**config.mk**
```make
export PLATFORM = sky130hd
export DESIGN_NAME = top_strassen
export DESIGN_NICKNAME = d
export VERILOG_FILES = /design/src/rtl/strassen_pkg.sv /design/src/rtl/strassen2x2_core.sv /design/src/rtl/top_strassen.sv
export SDC_FILE = /design/constraint.sdc
export NUM_CORES = 2
export LEC_CHECK = 0
export CAP_MARGIN = 20
export CORE_AREA = 2 2 309 311
export CTS_CLUSTER_SIZE = 30
export DETAILED_ROUTE_END_ITERATION = 6
export DIE_AREA = 0 0 311 313
export PLACE_DENSITY = 0.67
export RECOVER_POWER = 50
export REMOVE_ABC_BUFFERS = 1
export SLEW_MARGIN = 20
export SYNTH_ARGS = -nofsm -noshare
export SYNTH_HDL_FRONTEND = slang
export SYNTH_SLANG_ARGS = --single-unit
```
**constraint.sdc**
```tcl
create_clock -name clk -period 6.4 [get_ports clk]
set_input_delay 1.28 -clock clk [delete_from_list [all_inputs] [get_ports clk]]
set_output_delay 1.28 -clock clk [all_outputs]
set_load 0.02 [all_outputs]
```
**src/rtl/strassen_pkg.sv**
```systemverilog
// strassen_pkg: shared types, widths and constant operand tables for the Strassen engine.
package strassen_pkg;
   localparam int N_MAX = 8;
   localparam int EW    = 4;
   localparam int RW    = 12;
   localparam int IW    = 13;
   typedef logic signed [IW-1:0] sint_t;
   typedef enum logic [3:0] {
      IDLE  = 4'd0, CLR   = 4'd1, LDMEM = 4'd2, SLICE = 4'd3, BF    = 4'd4, CALC1 = 4'd5,
      CALC2 = 4'd6, COMB1 = 4'd7, COMB2 = 4'd8, WRITE = 4'd9, DONE  = 4'd10
   } state_e;
   function automatic logic [EW-1:0] a_tab(input int i, input int j);
      return EW'(i + j);
   endfunction
   function automatic logic [EW-1:0] b_tab(input int i, input int j);
      return (i == j) ? EW'(2) : EW'(1);
   endfunction
endpackage

```
**src/rtl/strassen2x2_core.sv**
```systemverilog
// strassen2x2_core: 2x2 Strassen leaf; latches operands, forms ten pre-sums,
// then evaluates M1..M4 and M5..M7 on two successive strobes.
module strassen2x2_core
   import strassen_pkg::*;
(
   input  logic               clk,
   input  logic               rst,
   input  logic               slice_i,
   input  logic               bf_i,
   input  logic               calc1_i,
   input  logic               calc2_i,
   input  logic [3:0][EW-1:0] a_i,
   input  logic [3:0][EW-1:0] b_i,
   output sint_t              m1_o,
   output sint_t              m2_o,
   output sint_t              m3_o,
   output sint_t              m4_o,
   output sint_t              m5_o,
   output sint_t              m6_o,
   output sint_t              m7_o
);
   // operand index order: 0=x11, 1=x12, 2=x21, 3=x22
   sint_t a_q [4];
   sint_t b_q [4];
   sint_t s_q [10];
   sint_t s_d [10];
   sint_t m_q [7];
   sint_t m_d [7];
   always_comb begin
      s_d[0] = a_q[0] + a_q[3];
      s_d[1] = b_q[0] + b_q[3];
      s_d[2] = a_q[2] + a_q[3];
      s_d[3] = b_q[1] - b_q[3];
      s_d[4] = b_q[2] - b_q[0];
      s_d[5] = a_q[0] + a_q[1];
      s_d[6] = a_q[2] - a_q[0];
      s_d[7] = b_q[0] + b_q[1];
      s_d[8] = a_q[1] - a_q[3];
      s_d[9] = b_q[2] + b_q[3];
      m_d[0] = s_q[0] * s_q[1];
      m_d[1] = s_q[2] * b_q[0];
      m_d[2] = a_q[0] * s_q[3];
      m_d[3] = a_q[3] * s_q[4];
      m_d[4] = s_q[5] * b_q[3];
      m_d[5] = s_q[6] * s_q[7];
      m_d[6] = s_q[8] * s_q[9];
   end
   always_ff @(posedge clk) begin
      if (rst) begin
         for (int i = 0; i < 4; i++) begin
            a_q[i] <= '0;
            b_q[i] <= '0;
         end
         for (int i = 0; i < 10; i++) s_q[i] <= '0;
         for (int i = 0; i < 7; i++) m_q[i] <= '0;
      end else begin
         if (slice_i)
            for (int i = 0; i < 4; i++) begin
               a_q[i] <= {{(IW-EW){1'b0}}, a_i[i]};
               b_q[i] <= {{(IW-EW){1'b0}}, b_i[i]};
            end
         if (bf_i)
            for (int i = 0; i < 10; i++) s_q[i] <= s_d[i];
         if (calc1_i)
            for (int i = 0; i < 4; i++) m_q[i] <= m_d[i];
         if (calc2_i)
            for (int i = 4; i < 7; i++) m_q[i] <= m_d[i];
      end
   end
   assign m1_o = m_q[0];
   assign m2_o = m_q[1];
   assign m3_o = m_q[2];
   assign m4_o = m_q[3];
   assign m5_o = m_q[4];
   assign m6_o = m_q[5];
   assign m7_o = m_q[6];
endmodule

```
**src/rtl/top_strassen.sv**
```systemverilog
// top_strassen: blocked Strassen C = A x B over constant tables for n = 2, 4 or 8;
// FSM, operand tables, accumulators and the 8x8 result array live here.
module top_strassen
   import strassen_pkg::*;
(
   input  logic        clk,
   input  logic        reset,
   input  logic        start,
   input  logic [3:0]  mode,
   output logic        done,
   output logic [3:0]  stateMM,
   output logic [11:0] memC_0,  memC_1,  memC_2,  memC_3,  memC_4,  memC_5,  memC_6,  memC_7,
   output logic [11:0] memC_8,  memC_9,  memC_10, memC_11, memC_12, memC_13, memC_14, memC_15,
   output logic [11:0] memC_16, memC_17, memC_18, memC_19, memC_20, memC_21, memC_22, memC_23,
   output logic [11:0] memC_24, memC_25, memC_26, memC_27, memC_28, memC_29, memC_30, memC_31,
   output logic [11:0] memC_32, memC_33, memC_34, memC_35, memC_36, memC_37, memC_38, memC_39,
   output logic [11:0] memC_40, memC_41, memC_42, memC_43, memC_44, memC_45, memC_46, memC_47,
   output logic [11:0] memC_48, memC_49, memC_50, memC_51, memC_52, memC_53, memC_54, memC_55,
   output logic [11:0] memC_56, memC_57, memC_58, memC_59, memC_60, memC_61, memC_62, memC_63,
   output logic        clrAll_tb,
   output logic        ldmemAB_tb,
   output logic        ldSlice_tb,
   output logic        ldBF_tb,
   output logic        ldCalc1_tb,
   output logic        ldCalc2_tb,
   output logic        ldComb1_tb,
   output logic        ldComb2_tb,
   output logic        we_tb,
   output logic [3:0]  addr_tb
);
   state_e state_q, state_d;
   logic [3:0] mode_q;
   logic [1:0] bi_q, bj_q, k_q;
   logic [N_MAX-1:0][N_MAX-1:0][EW-1:0] a_q, b_q;
   logic [N_MAX*N_MAX-1:0][RW-1:0] memc_q;
   sint_t acc11_q, acc12_q, acc21_q, acc22_q;
   sint_t m1, m2, m3, m4, m5, m6, m7;
   logic [3:0][EW-1:0] a_sl, b_sl;
   logic [1:0] lim;
   logic valid, last_k, last_blk;
   logic [5:0] wbase;
   // lim is the last block index along one dimension: n/2 - 1
   assign lim      = (mode_q == 4'd8) ? 2'd3 : (mode_q == 4'd4) ? 2'd1 : 2'd0;
   assign valid    = (mode_q == 4'd2) || (mode_q == 4'd4) || (mode_q == 4'd8);
   assign last_k   = k_q == lim;
   assign last_blk = (bi_q == lim) && (bj_q == lim);
   assign wbase    = {bi_q, 1'b0, bj_q, 1'b0};
   assign a_sl = {a_q[{bi_q, 1'b1}][{k_q, 1'b1}], a_q[{bi_q, 1'b1}][{k_q, 1'b0}],
                  a_q[{bi_q, 1'b0}][{k_q, 1'b1}], a_q[{bi_q, 1'b0}][{k_q, 1'b0}]};
   assign b_sl = {b_q[{k_q, 1'b1}][{bj_q, 1'b1}], b_q[{k_q, 1'b1}][{bj_q, 1'b0}],
                  b_q[{k_q, 1'b0}][{bj_q, 1'b1}], b_q[{k_q, 1'b0}][{bj_q, 1'b0}]};
   always_comb begin
      state_d = state_q;
      case (state_q)
         IDLE:    state_d = start ? CLR : IDLE;
         CLR:     state_d = LDMEM;
         LDMEM:   state_d = valid ? SLICE : DONE;
         SLICE:   state_d = BF;
         BF:      state_d = CALC1;
         CALC1:   state_d = CALC2;
         CALC2:   state_d = COMB1;
         COMB1:   state_d = COMB2;
         COMB2:   state_d = last_k ? WRITE : SLICE;
         WRITE:   state_d = last_blk ? DONE : SLICE;
         default: state_d = IDLE;
      endcase
   end
   always_ff @(posedge clk) begin
      if (reset) state_q <= IDLE;
      else       state_q <= state_d;
   end
   always_ff @(posedge clk) begin
      if (reset) begin
         mode_q  <= '0;
         bi_q    <= '0;
         bj_q    <= '0;
         k_q     <= '0;
         a_q     <= '0;
         b_q     <= '0;
         memc_q  <= '0;
         acc11_q <= '0;
         acc12_q <= '0;
         acc21_q <= '0;
         acc22_q <= '0;
      end else if (state_q == IDLE) begin
         if (start) mode_q <= mode;
      end else if (state_q == CLR) begin
         memc_q  <= '0;
         acc11_q <= '0;
         acc12_q <= '0;
         acc21_q <= '0;
         acc22_q <= '0;
         bi_q    <= '0;
         bj_q    <= '0;
         k_q     <= '0;
      end else if (state_q == LDMEM) begin
         for (int i = 0; i < N_MAX; i++)
            for (int j = 0; j < N_MAX; j++) begin
               a_q[i][j] <= a_tab(i, j);
               b_q[i][j] <= b_tab(i, j);
            end
      end else if (state_q == COMB1) begin
         acc11_q <= acc11_q + m1 + m4 - m5 + m7;
         acc12_q <= acc12_q + m3 + m5;
      end else if (state_q == COMB2) begin
         acc21_q <= acc21_q + m2 + m4;
         acc22_q <= acc22_q + m1 - m2 + m3 + m6;
         k_q     <= last_k ? 2'd0 : k_q + 2'd1;
      end else if (state_q == WRITE) begin
         memc_q[wbase]         <= RW'(acc11_q);
         memc_q[wbase + 6'd1]  <= RW'(acc12_q);
         memc_q[wbase + 6'd8]  <= RW'(acc21_q);
         memc_q[wbase + 6'd9]  <= RW'(acc22_q);
         acc11_q <= '0;
         acc12_q <= '0;
         acc21_q <= '0;
         acc22_q <= '0;
         bj_q    <= (bj_q == lim) ? 2'd0 : bj_q + 2'd1;
         bi_q    <= (bj_q != lim) ? bi_q : (bi_q == lim) ? 2'd0 : bi_q + 2'd1;
      end
   end
   strassen2x2_core u_core (
      .clk     (clk),
      .rst     (reset),
      .slice_i (state_q == SLICE),
      .bf_i    (state_q == BF),
      .calc1_i (state_q == CALC1),
      .calc2_i (state_q == CALC2),
      .a_i     (a_sl),
      .b_i     (b_sl),
      .m1_o    (m1),
      .m2_o    (m2),
      .m3_o    (m3),
      .m4_o    (m4),
      .m5_o    (m5),
      .m6_o    (m6),
      .m7_o    (m7)
   );
   assign done       = state_q == DONE;
   assign stateMM    = state_q;
   assign clrAll_tb  = state_q == CLR;
   assign ldmemAB_tb = state_q == LDMEM;
   assign ldSlice_tb = state_q == SLICE;
   assign ldBF_tb    = state_q == BF;
   assign ldCalc1_tb = state_q == CALC1;
   assign ldCalc2_tb = state_q == CALC2;
   assign ldComb1_tb = state_q == COMB1;
   assign ldComb2_tb = state_q == COMB2;
   assign we_tb      = state_q == WRITE;
   assign addr_tb    = (mode_q == 4'd8) ? {bi_q, bj_q} : (mode_q == 4'd4) ? {2'b00, bi_q[0], bj_q[0]} : 4'd0;
   assign {memC_63, memC_62, memC_61, memC_60, memC_59, memC_58, memC_57, memC_56,
           memC_55, memC_54, memC_53, memC_52, memC_51, memC_50, memC_49, memC_48,
           memC_47, memC_46, memC_45, memC_44, memC_43, memC_42, memC_41, memC_40,
           memC_39, memC_38, memC_37, memC_36, memC_35, memC_34, memC_33, memC_32,
           memC_31, memC_30, memC_29, memC_28, memC_27, memC_26, memC_25, memC_24,
           memC_23, memC_22, memC_21, memC_20, memC_19, memC_18, memC_17, memC_16,
           memC_15, memC_14, memC_13, memC_12, memC_11, memC_10, memC_9,  memC_8,
           memC_7,  memC_6,  memC_5,  memC_4,  memC_3,  memC_2,  memC_1,  memC_0} = memc_q;
endmodule

```
After elaboration in Yosys (flattened, before gate mapping)
Memories as Yosys holds them, arrays and structs flattened. Index checks and enable logic that the tools add are counted.

Word-level logic and storage cells: 320. Register bits after elaboration: 837. Output and inout bits: 786. ROM bits: 0. Bits in writable memories: 253. Bits in latches: 0. Memories: 4.

Multiplexer cells: 123. Equal/unequal tests: 22. Add/subtract/negate cells: 28. Divide/modulo/power cells: 0. Order comparisons: 14. Bitwise logic cells: 27. Reduce and logical (&&, ||, !) cells: 19. Shifts and indexed selects: 0. Multiply operators: 7.

Memory list: u_core.s_q (words 10, width 13, read ports 10, clocked after Yosys merged registers in 0, write ports 10, RTL line strassen2x2_core.sv:25) `sint_t s_q [10];`; u_core.m_q (words 7, width 13, read ports 7, clocked after Yosys merged registers in 0, write ports 7, RTL line strassen2x2_core.sv:27) `sint_t m_q [7];`; u_core.a_q (words 4, width 4, read ports 4, clocked after Yosys merged registers in 0, write ports 4, RTL line strassen2x2_core.sv:23) `sint_t a_q [4];`; u_core.b_q (words 4, width 4, read ports 4, clocked after Yosys merged registers in 0, write ports 4, RTL line strassen2x2_core.sv:24) `sint_t b_q [4];`.

Operators by type and width (number): $mux W768 (5); $bwmux W768 (4); $mux W13 (33); $bmux W32 S2 (4); $demux W12 S6 (3); $add A13 B13 Y13 (16); $mux W32 (4); $mul A13 B13 Y13 (7); $mux W4 (20); $sub A13 B13 Y13 (6); $bmux W4 S2 (8); $demux W12 S4 (1); $mux W12 (4); $mux W2 (20); $pmux W4 S10 (1); $lt A6 B7 Y1 const B (4); $or A1 B1 Y1 (25); $ge A6 B1 Y1 const B (4); $lt A3 B4 Y1 const B (6); $eq A4 B3 Y1 const B (5); $eq A4 B4 Y1 const B (4); $mux W1 (16); $add A6 B4 Y6 const B (2); $eq A4 B2 Y1 const B (3); other kinds (18) (35).

Depth between registers and ports, before layout
Word-level depth: 13. Gate-level depth with buffers: 17. Depth with buffers taken out: 17.

Hierarchy
Synthesis repeated with hierarchy kept, for this count alone.

Cell total of the unflattened synthesis: 4932. Area, all modules: 48791.8 um2.

By module, submodules not included: top_strassen (seq. area each 16636.0 um2, cells each 3491, instances 1, area each 33030.4 um2); strassen2x2_core (seq. area each 5255.0 um2, cells each 1441, instances 1, area each 15761.4 um2).

Least setup slack after synthesis
OpenSTA, ideal clock, no wires.

Kind: flip-flop to flip-flop. Start: register acc11_q[2]. End: register acc11_q[8]. Cell stages (with the launch flop): 17. Arrival time: 4100 ps. Library setup time: 117 ps. Data required time: 6283 ps. Path slack: 2183 ps. Path through: dfxtp_1 clkbuf_1 clkbuf_1 inv_1 fa_1 inv_1 fa_1 inv_1 fa_1 inv_1 ha_1 a21o_1 a21o_1 a2111o_1 a31oi_1 xnor2_1 a22o_1.

Word-level cells in the longest chain between the ends: 7.

RTL lines: from (decl) (RTL line top_strassen.sv:36) `sint_t acc11_q, acc12_q, acc21_q, acc22_q;`; from (signal assigned) (RTL line top_strassen.sv:103) `acc11_q <= acc11_q + m1 + m4 - m5 + m7;`; $add A13 B13 Y13 (2 in a row) (RTL line top_strassen.sv:103); $sub A13 B13 Y13 (RTL line top_strassen.sv:103); $add A13 B13 Y13 (RTL line top_strassen.sv:103); $mux W13 (RTL line top_strassen.sv:102) `end else if (state_q == COMB1) begin`; $mux W13 (RTL line top_strassen.sv:96) `end else if (state_q == LDMEM) begin`; $mux W13 (RTL line top_strassen.sv:87) `end else if (state_q == CLR) begin`.

Every way passes these cells. The select of a mux whose other input is x is not followed. A chain may end at the register's enable or synchronous reset.

Worst setup path in the final report
Start: input reset. End: register memc_q, in the netlist memC_22[4].

RTL lines: from (decl) (RTL line top_strassen.sv:7) `input logic reset,`; to (signal, indexed assignment) (RTL line top_strassen.sv:110) `memc_q[wbase] <= RW'(acc11_q);`; to (signal, indexed assignment) (RTL line top_strassen.sv:111) `memc_q[wbase + 6'd1] <= RW'(acc12_q);`; to (signal, indexed assignment) (RTL line top_strassen.sv:112) `memc_q[wbase + 6'd8] <= RW'(acc21_q);`; to (decl) (RTL line top_strassen.sv:35) `logic [N_MAX*N_MAX-1:0][RW-1:0] memc_q;`.

No word-level cell between the ends.

==> flow_summary_export.csv <==
group,metric,value,unit
floorplan,die_h,313,um
sta,setup_violations,0,
sta,fin_ws,1.225,ns
sta,hold_slack,0.4883,ns
sta,relSlewSlack,-206.8,%
sta,hold_viol_final,0,
grt,grt_pass1_vias,31870,
clock_network,clockRootBuffer,"clkbuf_16",
setup_path,path_max_fanout,228,
floorplan,design.die.area,97340,um2
sta,fin_crit,5.175,ns
clock_network,cts_max_level,3,
grt,grt_overflow_total,0,
final_layout,largest_register_ffs,70,
synthesis,synth_edf_count,98,
final_layout,top_regs,"u_core.m_q: 70 flops, u_core.s_q: 19 flops",
clock_network,cts_tree,"built",
sta,tightest_slew,4.602,ns
place,port_buffers,792,
min_path,hp-class,"register to register",
synthesis,synth_compound_area_share,18.27,%
final_layout,largest-register,"u_core.m_q",
synthesis,synth.distinct_cells,67,
power,p_per_area,281.3,nW/um2
route,drt-pass1-iter-count,7,
synthesis,synthAdderAreaFrac,12.54,%
final_layout,diodes,0,
grt,grt_use_total,32.26,%
power,peakVddDrop,0.2038,mV
route,routed_wl,164600,um
grt,grt_max_degree,229,
setup_path,cp_data_required_time,6.75,ns
route,antenna_left,0,
synthesis,synth_seq_cells,929,
sta,setup-tns-final,0,ns
final_layout,syn_to_final_growth,30.82,%
clock_network,cts.sinks,929,
synthesis,synth-async-reset-ratio,0,%
clock_network,cts_buffers,96,
grt,grt_antenna_before_repair,0,
outcome,violations,"max-capacitance violations, max-slew violations",
synthesis,synthFlopType,"dfxtp_1",
synthesis,syn_avg_cell_area,9.781,um2
grt,grt_pass1_wl,231600,um
synthesis,yosysTopAreaCellShare,42.12,%
clock_network,clk_latency,0.66,ns
clock_network,post-cts-setup-buffer-count,0,
place,globalplace.congestion,0.9160,
sta,drv_slew,403,
setup_path,rr_startpoint,"stateMM[1]$_SDFF_PP0_",
synthesis,synthTopCellsByArea,"dfxtp_1, a22oi_1, nor2_1",
final_layout,final_nets,4982,
setup_path,worstSetupPathType,"input pin to register",
clock_network,cts_buffer_depth,3,
floorplan,io_pins,793,
final_layout,drive_above_1_share,5.637,%
place,dp_slack,1.936,ns
setup_path,startpoint,"reset",
setup_path,crit_arrival,5.52,ns
clock_network,post_cts_resize_count,0,
power,p_leak,22.50,nW
floorplan,start_util,41.94,%
flow_run,maxCapViolations,6,
sta,clock_skew,0.02741,ns
synthesis,ys_warn_count,0,
clock_network,cts_hold_repair.buffers,0,
route,vias,34440,
clock_network,clk_pin_slew,0.06,ns
synthesis,muxShareOfSynthArea,0.1299,%
sta,rsz0062_at_grt,"no",
synthesis,synthCells,4038,
floorplan,core_region_area,94160,um2
synthesis,syn_area,39490,um2
setup_path,cp-end-kind,"register",
synthesis,yosys.area.top_type,"dfxtp_1",
sta,max_freq,193.2,MHz
place,dpl.hpwl,109500,um
floorplan,rows,113,
synthesis,yosysSeqAreaShare,49.57,%
route,drtIter0Drc,4345,
route,drt-wirelength-per-cell,27.51,um
final_layout,fill_cells,8344,
outcome,status,"complete, but fails checks",
synthesis,synthSimpleGateAreaFrac,11.65,%
min_path,hp-start,"memC_13[10]$_SDFFE_PP0P_",
route,viasPerCell,5.755,
sta,post-route-period-util,80.86,%
setup_path,critPathLaunchType,"input pin",
route,drcViolationCount,0,
synthesis,synth_xor_area_share,1.818,%
floorplan,die_w,311,um
synthesis,synth_top_family_by_area,"compound AO/OA/AOI/OAI gates",
## logic make-up (layout without fill, tap and decap cells)
family,after synthesis,count (layout)
XOR/XNOR,82,82
AO/OA/AOI/OAI,980,980
multiplexers,5,5
flip-flops,929,929
adder cells (fa/ha/maj),335,335
buffers and inverters,592,1250
other,2,25
AND/OR/NAND/NOR,1113,1113
## power by group
part	switching (mW)	total, mW	leakage (nW)	internal [mW]
clock network	2.42	5.86	1.61	3.44
logic	1.92	2.56	13.2	0.643
registers	0.163	6.11	7.70	5.95
## cell usage after synthesis, types with 5 or more instances
cell type,number
fa_1,102
o21a_1,5
a22oi_1,789
clkbuf_1,272
a21oi_1,56
nor3_1,19
xor2_1,24
or2_2,9
buf_2,85
inv_1,213
nand2_1,44
a22o_1,21
buf_1,17
edfxtp_1,98
nor2b_1,10
and2_1,86
nand2b_1,6
and3_1,11
dfxtp_1,831
a31oi_1,7
o21bai_1,6
nand3_1,9
xnor2_1,58
nor2_1,898
o21ai_0,26
a21o_1,23
ha_1,231
a211oi_1,13
## metal layers
layer,vias up,share of wire (%),track usage [%]
met5,-,0,0
met4,0,6.4,18.52
met3,434,8.9,6.511
met2,1964,46,52.56
met1,16890,38,39.91
li1,15160,-,-
## critical path, cell delays in order
cell and delay [ns]:
buf_8 0.39, buf_2 3.05, nor2_1 0.22
## per-stage QoR
| step | instances | power [mW] | util (%) | cell area (um2) |
|---|---|---|---|---|
| finish | 5984 | 14.53 | 54.87 | 51660 |
| global route | 5984 | 14.95 | 54.87 | 51660 |
| CTS | 5983 | 14.51 | 54.93 | 51730 |
| detailed placement | 5808 | 8.725 | 51.45 | 48440 |
| global placement | 5807 | 8.717 | 51.42 | 48420 |
| floorplan | 3682 | 7.490 | - | 38010 |
## placed cells by master, fill, tap and decap left out, types with 21 or more instances in the layout
cell type / count
fa_1: 102
ha_1: 231
dlygate4sd3_1: 734
nand2_1: 44
clkdlybuf4s50_1: 57
dfxtp_1: 829
and2_1: 54
nor2_1: 884
and2_0: 32
clkbuf_8: 21
xnor2_1: 58
a22o_1: 21
a22oi_1: 789
clkbuf_1: 28
buf_4: 60
conb_1: 25
inv_1: 213
xor2_1: 24
o21ai_0: 25
a21oi_1: 41
clkbuf_16: 97
a21o_1: 23
edfxtp_1: 98
## final cells by class
| class | instances | area [um2] | share of cell area, % |
|---|---|---|---|
| Tap cell | 1265 | 1583 | 3.064 |
| Multi-Input combinational cell | 2540 | 17930 | 34.71 |
| Timing Repair Buffer | 862 | 8488 | 16.43 |
| Inverter | 213 | 799.5 | 1.548 |
| Sequential cell | 929 | 19580 | 37.90 |
| Clock inverter | 33 | 475.5 | 0.9203 |
| Clock buffer | 142 | 2806 | 5.432 |
## final timing paths
check                             endpoint  depth (start not counted)  slack (ns)
hold reg to reg   memC_13[10]$_SDFFE_PP0P_                          2        0.49
hold / removal    memC_13[10]$_SDFFE_PP0P_                          2        0.49
setup / recovery   memC_22[4]$_SDFFE_PP0P_                          3        1.22
setup reg to reg    memC_6[8]$_SDFFE_PP0P_                          8        1.29
(Power assumes the default switching activity.)
